--- config.mk ---
export PLATFORM = sky130hd
export DESIGN_NAME = lsu_ctrl_flat
export DESIGN_NICKNAME = d
export VERILOG_FILES = /design/src/rtl/lsu_ctrl_if.sv /design/src/rtl/lsu_ctrl.sv /design/src/flat_wrapper.sv
export SDC_FILE = /design/constraint.sdc
export NUM_CORES = 1
export LEC_CHECK = 0
export CORE_UTILIZATION = 45
export DETAILED_ROUTE_END_ITERATION = 10
export PLACE_DENSITY = 0.8
export SYNTH_ARGS = -nofsm -noshare
export SYNTH_HDL_FRONTEND = slang
export SYNTH_SLANG_ARGS = --single-unit
--- constraint.sdc ---
create_clock -name clk -period 6.3 [get_ports clk]
set_input_delay 0.945 -clock clk [delete_from_list [all_inputs] [get_ports clk]]
set_output_delay 0.945 -clock clk [all_outputs]
set_load 0.005 [all_outputs]
--- src/rtl/lsu_ctrl_if.sv ---
// lsu_ctrl_if -- memory bus between the load/store unit and the data memory.
//
// Signals:
//   bus_req    master -> slave  transaction in progress
//   bus_we     master -> slave  1 = store, 0 = load
//   bus_addr   master -> slave  word-aligned byte address (bits [1:0] = 00)
//   bus_be     master -> slave  byte enables, bit k = byte lane k (little-endian)
//   bus_wdata  master -> slave  store data, already replicated onto the lanes
//   bus_rdata  slave -> master  load data, valid while bus_ack is high
//   bus_ack    slave -> master  one-cycle completion pulse
//
// Modports: master (load/store unit side), slave (memory side).

interface lsu_ctrl_if;
   logic        bus_req;
   logic        bus_we;
   logic [31:0] bus_addr;
   logic [3:0]  bus_be;
   logic [31:0] bus_wdata;
   logic [31:0] bus_rdata;
   logic        bus_ack;

   modport master (
      output bus_req, bus_we, bus_addr, bus_be, bus_wdata,
      input  bus_rdata, bus_ack
   );

   modport slave (
      input  bus_req, bus_we, bus_addr, bus_be, bus_wdata,
      output bus_rdata, bus_ack
   );
endinterface

--- src/rtl/lsu_ctrl.sv ---
// lsu_ctrl -- load/store unit controller between the datapath and the memory bus.
//
// Turns a datapath load/store request into a single bus transaction, stalls the
// pipeline while it is outstanding, extracts and extends load data, checks
// alignment and aborts a transaction the bus never acknowledges.
//
// Parameters:
//   TIMEOUT       bus wait cycles before abort (1..255)
// Ports:
//   clk, reset    clock, asynchronous active-high reset
//   memread       load request (held while stall is high)
//   memwrite      store request (held while stall is high)
//   size          00 byte, 01 half, 10/11 word
//   lsu_unsigned  1 = zero-extend loads, 0 = sign-extend
//   addr, wdata   byte address and store data
//   readdata      load result, valid in the DONE cycle
//   stall         freeze PC and register write
//   misalign      combinational: the current request is misaligned
//   err           sticky misalign/timeout flag
//   bus           memory bus, master side

module lsu_ctrl #(
   parameter int unsigned TIMEOUT = 15
) (
   input  logic               clk,
   input  logic               reset,
   input  logic               memread,
   input  logic               memwrite,
   input  logic [1:0]         size,
   input  logic               lsu_unsigned,
   input  logic [31:0]        addr,
   input  logic [31:0]        wdata,
   output logic [31:0]        readdata,
   output logic               stall,
   output logic               misalign,
   output logic               err,
   lsu_ctrl_if.master         bus
);

   typedef enum logic [1:0] {IDLE, BUSY, DONE} state_t;

   localparam logic [7:0] TIMEOUT_CNT = 8'(TIMEOUT);

   state_t      state_q, state_d;
   logic        req_active;
   logic        aligned;
   logic        start;
   logic        timeout_hit;
   logic [3:0]  be_d;
   logic [31:0] wdata_d;
   logic [1:0]  size_q;
   logic [1:0]  off_q;
   logic        uns_q;
   logic [7:0]  wait_cnt;
   logic [7:0]  load_byte;
   logic [15:0] load_half;
   logic [31:0] load_data;

   // Alignment check, byte-enable pattern and store-lane replication for the
   // incoming request. Replicating narrow stores onto every lane lets the
   // memory pick the data purely from bus_be.
   always_comb begin
      aligned = 1'b1;
      be_d    = 4'b1111;
      wdata_d = wdata;
      case (size)
         2'b00: begin
            be_d    = 4'b0001 << addr[1:0];
            wdata_d = {4{wdata[7:0]}};
         end
         2'b01: begin
            aligned = ~addr[0];
            be_d    = addr[1] ? 4'b1100 : 4'b0011;
            wdata_d = {2{wdata[15:0]}};
         end
         default: begin
            aligned = (addr[1:0] == 2'b00);
            be_d    = 4'b1111;
            wdata_d = wdata;
         end
      endcase
   end

   assign req_active  = memread | memwrite;
   assign misalign    = req_active & ~aligned;
   assign start       = (state_q == IDLE) & req_active & aligned;
   assign stall       = (state_q == BUSY) | start;
   assign bus.bus_req = (state_q == BUSY);

   // The abort fires on the cycle whose increment would reach TIMEOUT, so a
   // never-acknowledged access spends exactly TIMEOUT cycles in BUSY.
   // An ack in the same cycle takes priority.
   assign timeout_hit = (state_q == BUSY) & ~bus.bus_ack
                        & ((wait_cnt + 8'd1) == TIMEOUT_CNT);

   // Load lane extraction and extension, using the lane/size captured when
   // the transaction started rather than the live datapath inputs.
   always_comb begin
      load_byte = bus.bus_rdata[7:0];
      case (off_q)
         2'd0:    load_byte = bus.bus_rdata[7:0];
         2'd1:    load_byte = bus.bus_rdata[15:8];
         2'd2:    load_byte = bus.bus_rdata[23:16];
         default: load_byte = bus.bus_rdata[31:24];
      endcase
      load_half = off_q[1] ? bus.bus_rdata[31:16] : bus.bus_rdata[15:0];
      case (size_q)
         2'b00:   load_data = uns_q ? {24'd0, load_byte}
                                    : {{24{load_byte[7]}}, load_byte};
         2'b01:   load_data = uns_q ? {16'd0, load_half}
                                    : {{16{load_half[15]}}, load_half};
         default: load_data = bus.bus_rdata;
      endcase
   end

   // Next-state logic: DONE always lasts exactly one cycle so the datapath
   // sees readdata for one cycle with stall low.
   always_comb begin
      state_d = state_q;
      case (state_q)
         IDLE:    if (start) state_d = BUSY;
         BUSY:    if (bus.bus_ack || timeout_hit) state_d = DONE;
         DONE:    state_d = IDLE;
         default: state_d = IDLE;
      endcase
   end

   // State register.
   always_ff @(posedge clk or posedge reset) begin
      if (reset) state_q <= IDLE;
      else       state_q <= state_d;
   end

   // Bus request capture, wait counter, load result and sticky error.
   // Bus outputs are only loaded on BUSY entry, which keeps them stable for
   // the whole transaction.
   always_ff @(posedge clk or posedge reset) begin
      if (reset) begin
         bus.bus_addr  <= 32'd0;
         bus.bus_be    <= 4'd0;
         bus.bus_we    <= 1'b0;
         bus.bus_wdata <= 32'd0;
         size_q        <= 2'd0;
         off_q         <= 2'd0;
         uns_q         <= 1'b0;
         wait_cnt      <= 8'd0;
         readdata      <= 32'd0;
         err           <= 1'b0;
      end else begin
         if (misalign) err <= 1'b1;
         if ((state_q == IDLE) && misalign) readdata <= 32'd0;
         if (start) begin
            bus.bus_addr  <= {addr[31:2], 2'b00};
            bus.bus_be    <= be_d;
            bus.bus_we    <= memwrite;
            bus.bus_wdata <= wdata_d;
            size_q        <= size;
            off_q         <= addr[1:0];
            uns_q         <= lsu_unsigned;
            wait_cnt      <= 8'd0;
         end
         if (state_q == BUSY) begin
            if (bus.bus_ack) begin
               if (!bus.bus_we) readdata <= load_data;
            end else begin
               wait_cnt <= wait_cnt + 8'd1;
               if (timeout_hit) begin
                  readdata <= 32'd0;
                  err      <= 1'b1;
               end
            end
         end
      end
   end

endmodule

--- src/flat_wrapper.sv ---
// flat-port wrapper written by rule: the top's interface ports become plain ports
module lsu_ctrl_flat 
#(
   parameter int unsigned TIMEOUT = 15
)
  (clk, reset, memread, memwrite, size, lsu_unsigned, addr, wdata, readdata, stall, misalign, err, bus_bus_req, bus_bus_we, bus_bus_addr, bus_bus_be, bus_bus_wdata, bus_bus_rdata, bus_bus_ack);
  lsu_ctrl_if bus_i ();
  input  logic clk;
  input  logic reset;
  input  logic memread;
  input  logic memwrite;
  input  logic [1:0] size;
  input  logic lsu_unsigned;
  input  logic [31:0] addr;
  input  logic [31:0] wdata;
  output logic [31:0] readdata;
  output logic stall;
  output logic misalign;
  output logic err;
  output wire logic [$bits(bus_i.bus_req)-1:0] bus_bus_req;
  output wire logic [$bits(bus_i.bus_we)-1:0] bus_bus_we;
  output wire logic [$bits(bus_i.bus_addr)-1:0] bus_bus_addr;
  output wire logic [$bits(bus_i.bus_be)-1:0] bus_bus_be;
  output wire logic [$bits(bus_i.bus_wdata)-1:0] bus_bus_wdata;
  input wire logic [$bits(bus_i.bus_rdata)-1:0] bus_bus_rdata;
  input wire logic [$bits(bus_i.bus_ack)-1:0] bus_bus_ack;
  assign bus_bus_req = bus_i.bus_req;
  assign bus_bus_we = bus_i.bus_we;
  assign bus_bus_addr = bus_i.bus_addr;
  assign bus_bus_be = bus_i.bus_be;
  assign bus_bus_wdata = bus_i.bus_wdata;
  assign bus_i.bus_rdata = bus_bus_rdata;
  assign bus_i.bus_ack = bus_bus_ack;
  lsu_ctrl #(.TIMEOUT(TIMEOUT)) u_core (.clk(clk), .reset(reset), .memread(memread), .memwrite(memwrite), .size(size), .lsu_unsigned(lsu_unsigned), .addr(addr), .wdata(wdata), .readdata(readdata), .stall(stall), .misalign(misalign), .err(err), .bus(bus_i));
endmodule
* Word-level counts from Yosys, hierarchy flattened
Cells that the tools add are included.
** Storage, ports and cells
- Output and inout port bits :: 105
- Logic and storage cells :: 63
- Input bits :: 104
- Register bits :: 115
** Cells by class
- $add $sub $neg :: 1
- Equality and inequality tests :: 8
- Reductions and logical operators :: 8
- Mux-type cells :: 24
- Shifts and indexed selects :: 1
- Bitwise operators :: 10
** Operators by type and width (count)
- 2-to-1 mux 32 bit :: 7
- one-hot mux 32 bit (2 select lines) :: 2
- 2-to-1 mux 8 bit :: 3
- one-hot mux 8 bit (3 select lines) :: 1
- 2-to-1 mux 16 bit :: 1
- zero test 2 bit :: 5
- adder 8 x 1 -> 8 bit, second input constant :: 1
- == test 2 x 1 -> 1 bit, second input constant :: 4
- == test 8 x 4 -> 1 bit, second input constant :: 1
- one-hot mux 4 bit (2 select lines) :: 1
- bitwise AND 1 bit :: 5
- 2-to-1 mux 1 bit :: 4
- 2-to-1 mux 2 bit :: 2
- 2-to-1 mux 4 bit :: 1
- != test 2 x 1 -> 1 bit, second input constant :: 2
- one-hot mux 2 bit (2 select lines) :: 1
- << shifter 1 x 2 -> 4 bit, first input constant :: 1
- inverter 1 bit :: 3
- == test 2 bit, second input constant :: 1
- OR 1 bit :: 2
- one-hot mux 1 bit (2 select lines) :: 1
- AND reduction 2 bit :: 1
- logical AND 1 bit :: 1
- logical OR 1 bit :: 1

* Longest topological paths before layout
Gate-level depths: netlist of the first run.
- Word-level depth :: 9
- Gate-level depth with buffers :: 8
- Mapped depth without buffers :: 6

* Worst setup path after synthesis of the first run
No wires, ideal clock.
- Path kind :: input to output
- Start point :: in size[1]
- End point :: out stall
- Cell stages on the path :: 6
- Arrival :: 2100 ps
- Path slack :: 3255 ps
- Path buffers :: 2
- Path through :: buf_2 > o21ai_0 > and3_1 > o21ai_1 > clkbuf_1 > nand2_1
** Between the ends
- Longest elaborated chain between the ends :: 4
- Elaborated cells between the ends (all ways) :: 5
** RTL lines
- from (decl) :: line flat_wrapper.sv:12 : input logic [1:0] size;
- == test 2 x 1 -> 1 bit or zero test 2 bit (tied branches) :: line lsu_ctrl.sv:66 : case (size)
- one-hot mux 1 bit (2 select lines) (*) :: line lsu_ctrl.sv:66
- bitwise AND 1 bit (*) :: line lsu_ctrl.sv:86 : assign start = (state_q == IDLE) & req_active & aligned;
- OR 1 bit (*) :: line lsu_ctrl.sv:87 : assign stall = (state_q == BUSY) | start;
- to (decl) :: line flat_wrapper.sv:17 : output logic stall;
Mark *: on every way between the ends. The rest lies on a longest branch, timed or not.

* Final worst setup path of the first run
- Start point :: in size[0]
- End point :: out stall
Same word-level chain as after synthesis.

==> results_dict.tcl, run 1 <==
set metrics [dict create \
    cpMostUsedCell "clkdlybuf4s50_1" \
    synth_edf_count 0 \
    drt_pass1_iterations 7 \
    synth_area_per_cell_um2 8.81 \
    path_max_fanout 14 \
    cts_buffer_depth 2 \
    crit_family "buffers and inverters" \
    status "complete, no violations" \
    fin_setup_tns_ns 0 \
    synth_cell_types 61 \
    cpPeakStageDelay_ns 0.76 \
    rsz0062_at_grt "false" \
    routed-via-count 5574 \
    nFillCells 1011 \
    utilization_pct 67.1 \
    port_buffers 206 \
    htreeDepth 4 \
    grt_pass1_wl_um 27400 \
    slew_viol_final 0 \
    setup_viol 0 \
    period_needed_ns 4.16 \
    hold_viol 0 \
    hpwlAfterDp_um 12300 \
    design.core.area_um2 12600 \
    grt_pass1_vias 5557 \
    clock_skew_ns 0.00405 \
    fin_cells 1034 \
    nets 955 \
    cts.sinks 115 \
    required_ns 5.35 \
    cap_violations 0 \
    area_growth_pct 45.2 \
    critPathArrivalTime_ns 3.21 \
    avgViaCountPerCell 5.39 \
    cts_root_buffer "clkbuf_16" \
    min_period_over_period_pct 66.0 \
    clkLatencyLatePin_ns 0.41 \
    ir_worst_vdd_mv 0.223 \
    final_common_cell "nand2_1" \
    synth-seq-cells 115 \
    end_kind "output pin" \
    cts_tree "done" \
    ant_nets 0 \
    multi_input_area_um2 2670 \
    place_congestion 0.880 \
    post_drt_wl_per_cell_um 17.0 \
    power_density_nw_per_um2 401 \
    path_buf_inv 2 \
    layout_common_cells "nand2_1 (209), clkdlybuf4s50_1 (206), dfrtp_1 (115), a21oi_1 (49), nor2_1 (44)" \
    crit_type "input port to output pin" \
    cts-hold-fix-buffers 0 \
    ys_warn_count 0 \
    hold_path.class "flop to flop" \
    diodes 0 \
    drive_gt1_share_pct 6.38 \
    cts_resized 0 \
    netlist_area_um2 5830 \
    grt_max_degree 70 \
    yosys_most_used_dff "dfrtp_1" \
    num_rows 41 \
    die_height_um 116 \
    ioPinCount 209 \
    leakage_uw 0.00387 \
    drt-initial-drc-count 475 \
    syn_inst 662 \
    async_flop_share_pct 100 \
    grt_overflow 0 \
    seq_area_frac_synth_pct 49.3 \
    floorplan.initialDensity_pct 46.2 \
    cts_buffers 17 \
    start_kind "input port" \
    die_area_um2 13400 \
    fp.dieW_um 116 \
    maxSlewHeadroom_pct 18.7 \
    antenna_found_initial 0 \
    post_cts_buffers 0 \
    fmax_ghz 0.241 \
    grtUsageTotal_pct 26.8 \
    slowest_stage "clkdlybuf4s50_1" \
    clk_pin_slew_worst_paths_ns 0.05 \
    worst_hold_slack_ns 0.477 \
    crit_chain "clkdlybuf4s50_1 -> o21ai_0 -> and3_1 -> o21ai_4 -> nand2_1 -> clkdlybuf4s50_1" \
    placed_cells 1002 \
    drc_errors 0 \
    tightest_slew_ns 1.22 \
    register_area_um2 2880 \
    finalWirelength_um 17500 \
]
==> stage by stage <==
step                      cell area [um^2]  setup WS [ns]  power [uW]
after floorplan                       5840           2.31        1800
after global routing                  8470           2.07        3600
after detailed placement              7940           2.15        2530
after CTS                             8470           2.15        3410
after global placement                7940           2.26        2480
final                                 8470           2.14        3400
==> worst register-to-register path, delay by kind of cell (launching register included) <==
family	cells	cell delay [ns]
multiplexers	1	0.64
flip-flops	1	1.08
AO/OA/AOI/OAI	3	0.85
==> worst paths after layout <==
kind | from | to | slack [ns] | cells past startpoint
max in group asynchronous | reset | u_core.bus.bus_addr[12] | 4.05 | 3
worst max register to register | u_core.off_q[1] | u_core.readdata[10] | 3.62 | 4
worst max-delay path | size[0] | stall | 2.14 | 6
worst min register to register | u_core.bus.bus_addr[12] | u_core.bus.bus_addr[12] | 0.48 | 2
worst min-delay path | u_core.bus.bus_addr[12] | u_core.bus.bus_addr[12] | 0.48 | 2
min in group asynchronous | reset | u_core.bus.bus_addr[2] | 1.01 | 2
==> cell families after synthesis <==
group | after synthesis | synth area share [%]
AND/OR/NAND/NOR | 293 | 21.1
AO/OA/AOI/OAI | 156 | 18.1
flip-flops | 115 | 49.3
buffers and inverters | 62 | 5.13
multiplexers | 32 | 5.71
adder cells (fa/ha/maj) | 2 | 0.429
other | 1 | 0.0643
XOR/XNOR | 1 | 0.150
==> cell usage after synthesis, drive strengths merged, types with 11 or more instances <==
| library cell | number | area (um^2) |
|---|---|---|
| nor2 | 44 | 165 |
| a22o | 16 | 148 |
| clkbuf | 35 | 171 |
| dfrtp | 115 | 2880 |
| nand2 | 209 | 785 |
| o21ai | 44 | 220 |
| mux2i | 31 | 310 |
| inv | 16 | 60.1 |
| buf | 11 | 67.6 |
| a21oi | 49 | 245 |
==> sequential cells by signal (all words and copies together), names as in the netlist <==
| register | count |
|---|---|
| u_core.uns_q | 1 |
| u_core.off_q | 2 |
| u_core.bus.bus_we | 1 |
| u_core.size_q | 2 |
| u_core.err | 1 |
| u_core.bus.bus_wdata | 32 |
| u_core.bus.bus_be | 4 |
| u_core.bus.bus_addr | 30 |
| u_core.wait_cnt | 8 |
| u_core.state_q | 2 |
| u_core.readdata | 32 |
==> cell type report <==
type / count / share of cell area, %
repair buffers: 213 / 25.0
clock inverters: 5 / 0.295
multi-input cells: 486 / 31.6
well taps: 172 / 2.54
clock buffers: 27 / 5.94
flip-flops and latches: 115 / 34.0
inverters: 16 / 0.739
==> where the power goes <==
part           internal [uW]  switching [uW]  leakage, uW
registers               1000             222      0.00144
logic                    738             577      0.00217
clock network            540             321     0.000265
==> routing by layer <==
metal | track usage, % | part of all wire [%] | vias to the layer above
met5 | 0 | 0 | -
met4 | 12.0 | 2.8 | 0
met3 | 9.94 | 9.7 | 40
met2 | 44.4 | 48 | 242
met1 | 31.1 | 39 | 2651
li1 | - | - | 2641
Power figures use the tool's default switching activity.
==> run 2: changes to the inputs <==
Clock period 6.3 ns to 4.2 ns, I/O delays scaled along.
==> results_dict.tcl, run 2 (synthesis gave the netlist of run 1 again) <==
set metrics [dict create \
    final_common_cell "nand2_1" \
    drt-initial-drc-count 416 \
    cts_resized 0 \
    crit_chain "clkdlybuf4s50_1 -> buf_4 -> o21ai_0 -> and3_1 -> o21ai_4 -> nand2_1 -> clkdlybuf4s50_1" \
    end_kind "output pin" \
    grt_max_degree 64 \
    worstHoldPathCells 2 \
    cts_root_buffer "clkbuf_16" \
    start_kind "input port" \
    num_rows 41 \
    die_area_um2 13400 \
    setup_viol 0 \
    post_cts_buffers 0 \
    nets 955 \
    maxSlewHeadroom_pct 17.7 \
    layout_common_cells "nand2_1 (209), clkdlybuf4s50_1 (206), dfrtp_1 (115), a21oi_1 (49), nor2_1 (44)" \
    power_density_nw_per_um2 624 \
    met2_usage_pct 44.7 \
    ir_worst_vdd_mv 0.376 \
    diodes 0 \
    floorplan.initialDensity_pct 46.2 \
    place_congestion 0.894 \
    cap_violations 0 \
    crit_family "buffers and inverters" \
    drc_errors 0 \
    critPathArrivalTime_ns 2.55 \
    cts_tree "done" \
    period_needed_ns 3.18 \
    required_ns 3.57 \
    post_dp_cell_area_um2 7960 \
    finalWirelength_um 17700 \
    hold_path.class "flop to flop" \
    design.core.area_um2 12600 \
    grtUsageTotal_pct 27.2 \
    crit_type "input port to output pin" \
    ff2ff_path_depth 4 \
    ioPinCount 209 \
    cpMostUsedCell "clkdlybuf4s50_1" \
    routed-via-count 5658 \
    leakage_uw 0.00393 \
    cts_buffer_depth 2 \
    path_buf_inv 3 \
    stdcell_area_um2 8590 \
    tightest_slew_ns 1.23 \
    port_buffers 206 \
    grt_pass1_vias 5601 \
    avgViaCountPerCell 5.47 \
    slowest_stage "clkdlybuf4s50_1" \
    cts-hold-fix-buffers 0 \
    clkLatencyLatePin_ns 0.42 \
    cts_buffers 17 \
    use_met1_pct 32.0 \
    min_period_over_period_pct 75.8 \
    fmax_ghz 0.314 \
    area_growth_pct 47.3 \
    ant_nets 0 \
    hpwlAfterDp_um 12300 \
    clk_pin_slew_worst_paths_ns 0.05 \
    slew_viol_final 0 \
    grt_overflow 0 \
    path_max_fanout 14 \
    die_height_um 116 \
    rsz0062_at_grt "false" \
    cts.sinks 115 \
    hold_viol 0 \
    antenna_found_initial 0 \
    reg_top3 "u_core.bus.bus_wdata x32, u_core.readdata x32, u_core.bus.bus_addr x30" \
    status "complete, no violations" \
    cpPeakStageDelay_ns 0.50 \
    grt_use_met3_pct 9.47 \
    drt_pass1_iterations 6 \
    drive_gt1_share_pct 6.96 \
    grt_pass1_wl_um 27600 \
    clock_skew_ns 0.0112 \
    htreeDepth 4 \
    fin_setup_tns_ns 0 \
    path_depth 7 \
    fp.dieW_um 116 \
    post_drt_wl_per_cell_um 17.1 \
    worst_hold_slack_ns 0.473 \
    grt_busiest_layer "met2" \
]
==> run 2: worst paths after layout <==
check	start	end	slack [ns]
min in group asynchronous	reset	u_core.bus.bus_wdata[7]	0.67
worst min register to register	u_core.bus.bus_addr[26]	u_core.bus.bus_addr[26]	0.47
worst max-delay path	size[0]	stall	1.02
max in group asynchronous	reset	u_core.readdata[23]	2.73
worst min-delay path	u_core.bus.bus_addr[26]	u_core.bus.bus_addr[26]	0.47
worst max register to register	u_core.off_q[1]	u_core.readdata[8]	1.53
==> run 2: final cells by class <==
cell class	count	area (um^2)
timing repair buffer	213	2130
sequential	115	2880
inverter	16	62.6
fill	996	4030
clock inverter	10	153
clock buffer	22	484
multi-input combinational	486	2670
tap	172	215
==> run 2: stage by stage <==
step           power (uW)  cells  worst slack (ns)  util, %
2_1_floorplan        2700    663             0.526        -
3_3_place_gp         3720   1002              1.08     63.0
3_5_place_dp         3800   1002              1.05     63.0
4_1_cts              5390   1034              1.04     68.1
5_1_grt              5690   1034             0.875     68.1
6_report             5360   1034              1.02     68.1
==> run 2: layer usage <==
metal	vias up	wire, um
met1	2677	6800
met2	300	8670
met5	-	0
met4	0	503
met3	36	1710
li1	2645	-
==> run 2: report_power, final <==
group | internal [uW] | switching (uW)
clock network | 1050 | 506
registers | 1500 | 346
logic | 1110 | 857
total | 3650 | 1710
==> run 2: worst register-to-register path, delay by kind of cell (launching register included) <==
family,cells,cell delay (ns)
AO/OA/AOI/OAI,3,0.85
flip-flops,1,1.08
multiplexers,1,0.63
==> run 3: changes to the inputs <==
Settings changed: CORE_UTILIZATION 45 to 41, PLACE_DENSITY 0.8 to 0.77.
Clock period 4.2 ns to 2.7 ns, I/O delays scaled along.
==> results_dict.tcl, run 3 (synthesis gave the netlist of run 1 again) <==
set metrics [dict create \
    num_rows 43 \
    nets 969 \
    ant_nets 0 \
    setup_viol 0 \
    start_kind "flop" \
    grt_pass1_vias 5331 \
    area_growth_pct 49.5 \
    r2r-end "u_core.readdata[14]" \
    cts_tree "done" \
    r2r_slack_ns 0.34 \
    cts_root_buffer "clkbuf_16" \
    clkLatencyLatePin_ns 0.42 \
    ir_worst_vdd_mv 0.553 \
    p_switching_uw 2630 \
    slew_viol_final 0 \
    cts_buffer_depth 2 \
    finalWirelength_um 17300 \
    slowest_stage "dfrtp_1" \
    fin_setup_tns_ns 0 \
    post_drt_wl_per_cell_um 16.4 \
    utilization_pct 62.8 \
    intPower_uw 5660 \
    drive_gt1_share_pct 8.33 \
    path_depth 5 \
    grtUsageTotal_pct 24.8 \
    period_needed_ns 2.58 \
    leakage_uw 0.00399 \
    cts.sinks 115 \
    critPathCapture "stall" \
    die_height_um 121 \
    power_density_nw_per_um2 950 \
    pwr-share-clk_pct 28.6 \
    antenna_found_initial 0 \
    clock_skew_ns 0.00869 \
    crit_type "flop to output pin" \
    maxSlewHeadroom_pct 46.9 \
    hold_path.class "input port to asynchronous set/reset pin" \
    hpwlAfterDp_um 12200 \
    cap_violations 0 \
    ioPinCount 209 \
    drc_errors 0 \
    design.core.area_um2 13900 \
    crit_family "simple AND/OR/NAND/NOR gates" \
    clk_pin_slew_worst_paths_ns 0.05 \
    avgViaCountPerCell 5.23 \
    fmax_ghz 0.387 \
    place_congestion 0.844 \
    rsz0062_at_grt "false" \
    grt_overflow 0 \
    fp.dieW_um 121 \
    min_period_over_period_pct 95.7 \
    path_max_fanout 13 \
    routed-via-count 5526 \
    grt_pass1_wl_um 27700 \
    layout_common_cells "nand2_1 (209), clkdlybuf4s50_1 (206), dfrtp_1 (115), a21oi_1 (49), nor2_1 (44)" \
    required_ns 2.30 \
    status "complete, no violations" \
    timing.rr.start "u_core.wait_cnt[0]" \
    cts-hold-fix-buffers 0 \
    grt_max_degree 64 \
    sw_frac_of_total_pct 31.7 \
    diodes 0 \
    seqPwrFrac_pct 33.5 \
    cts_resized 0 \
    ff2ff_path_depth 7 \
    die_area_um2 14700 \
    crit_chain "nor2_1 -> and3_1 -> o21ai_4 -> nand2_1 -> clkdlybuf4s50_1" \
    drt-initial-drc-count 328 \
    cp-startpoint "u_core.state_q[0]" \
    reg_top3 "u_core.bus.bus_wdata x32, u_core.readdata x32, u_core.bus.bus_addr x30" \
    critPathArrivalTime_ns 2.18 \
    htreeDepth 4 \
    cts_buffers 17 \
    tightest_slew_ns 0.792 \
    path_buf_inv 1 \
    end_kind "output pin" \
    floorplan.initialDensity_pct 42.0 \
    cpPeakStageDelay_ns 0.53 \
    hold_viol 0 \
    port_buffers 206 \
    final_common_cell "nand2_1" \
    drt_pass1_iterations 5 \
    p_comb_share_pct 37.9 \
    post_cts_buffers 0 \
]
-- run 3: layout make-up --
cell class              instances  area, um^2
repair buffers                227        2260
clock inverters                12         180
well taps                     180         225
multi-input cells             486        2670
inverters                      16        63.8
flip-flops and latches        115        2880
fillers                      1169        5160
clock buffers                  20         447
-- run 3: worst min-delay path by stage --
| stage | to | cells past startpoint | from | slack [ns] |
|---|---|---|---|---|
| finish | u_core.bus.bus_be[0] | 2 | reset | 0.44 |
| global route | u_core.bus.bus_be[0] | 2 | reset | 0.47 |
| CTS | u_core.bus.bus_be[0] | 2 | reset | 0.44 |
| detailed placement | u_core.bus.bus_addr[2] | 2 | u_core.bus.bus_addr[2] | 0.46 |
| global placement | u_core.bus.bus_addr[8] | 2 | u_core.bus.bus_addr[8] | 0.46 |
| floorplan | u_core.err | 1 | u_core.err | 0.46 |
-- run 3: power groups by stage --
| stage | Sequential, uW | Clock, uW | Combinational (uW) |
|---|---|---|---|
| CTS | 2780 | 2410 | 3170 |
| finish | 2780 | 2370 | 3140 |
| global route | 2860 | 2500 | 3460 |
| global placement | 2780 | 0 | 3100 |
| detailed placement | 2790 | 0 | 3150 |
| floorplan | 2750 | 0 | 1440 |
-- run 3: through the flow --
stage                     setup slack (ns)  hold WS, ns  cells  instance area (um^2)  total power (uW)
after detailed placement             0.279        0.461   1024                  8100              5940
after global placement               0.304        0.457   1024                  8100              5880
after CTS                            0.123        0.437   1056                  8720              8350
after floorplan                      0.616        0.464    663                  5840              4200
final                                0.117        0.437   1056                  8720              8290
after global routing                0.0527        0.475   1056                  8720              8820
-- run 3: per-layer routing --
layer	routed length (um)	vias to the layer above	track usage [%]
met2	8230	243	40.7
met3	1800	29	10.5
li1	-	2676	-
met5	0	-	0
met4	340	0	8.87
met1	6970	2578	28.7
-- run 3: worst register-to-register path: cells and delay by family (launching register included) --
family | cells | cell delay, ns
and+or+nand+nor | 2 | 0.63
adders and majority gates | 1 | 0.29
AOI/OAI and AO/OA | 3 | 0.70
buffers and inverters | 1 | 0.18
DFF | 1 | 0.44
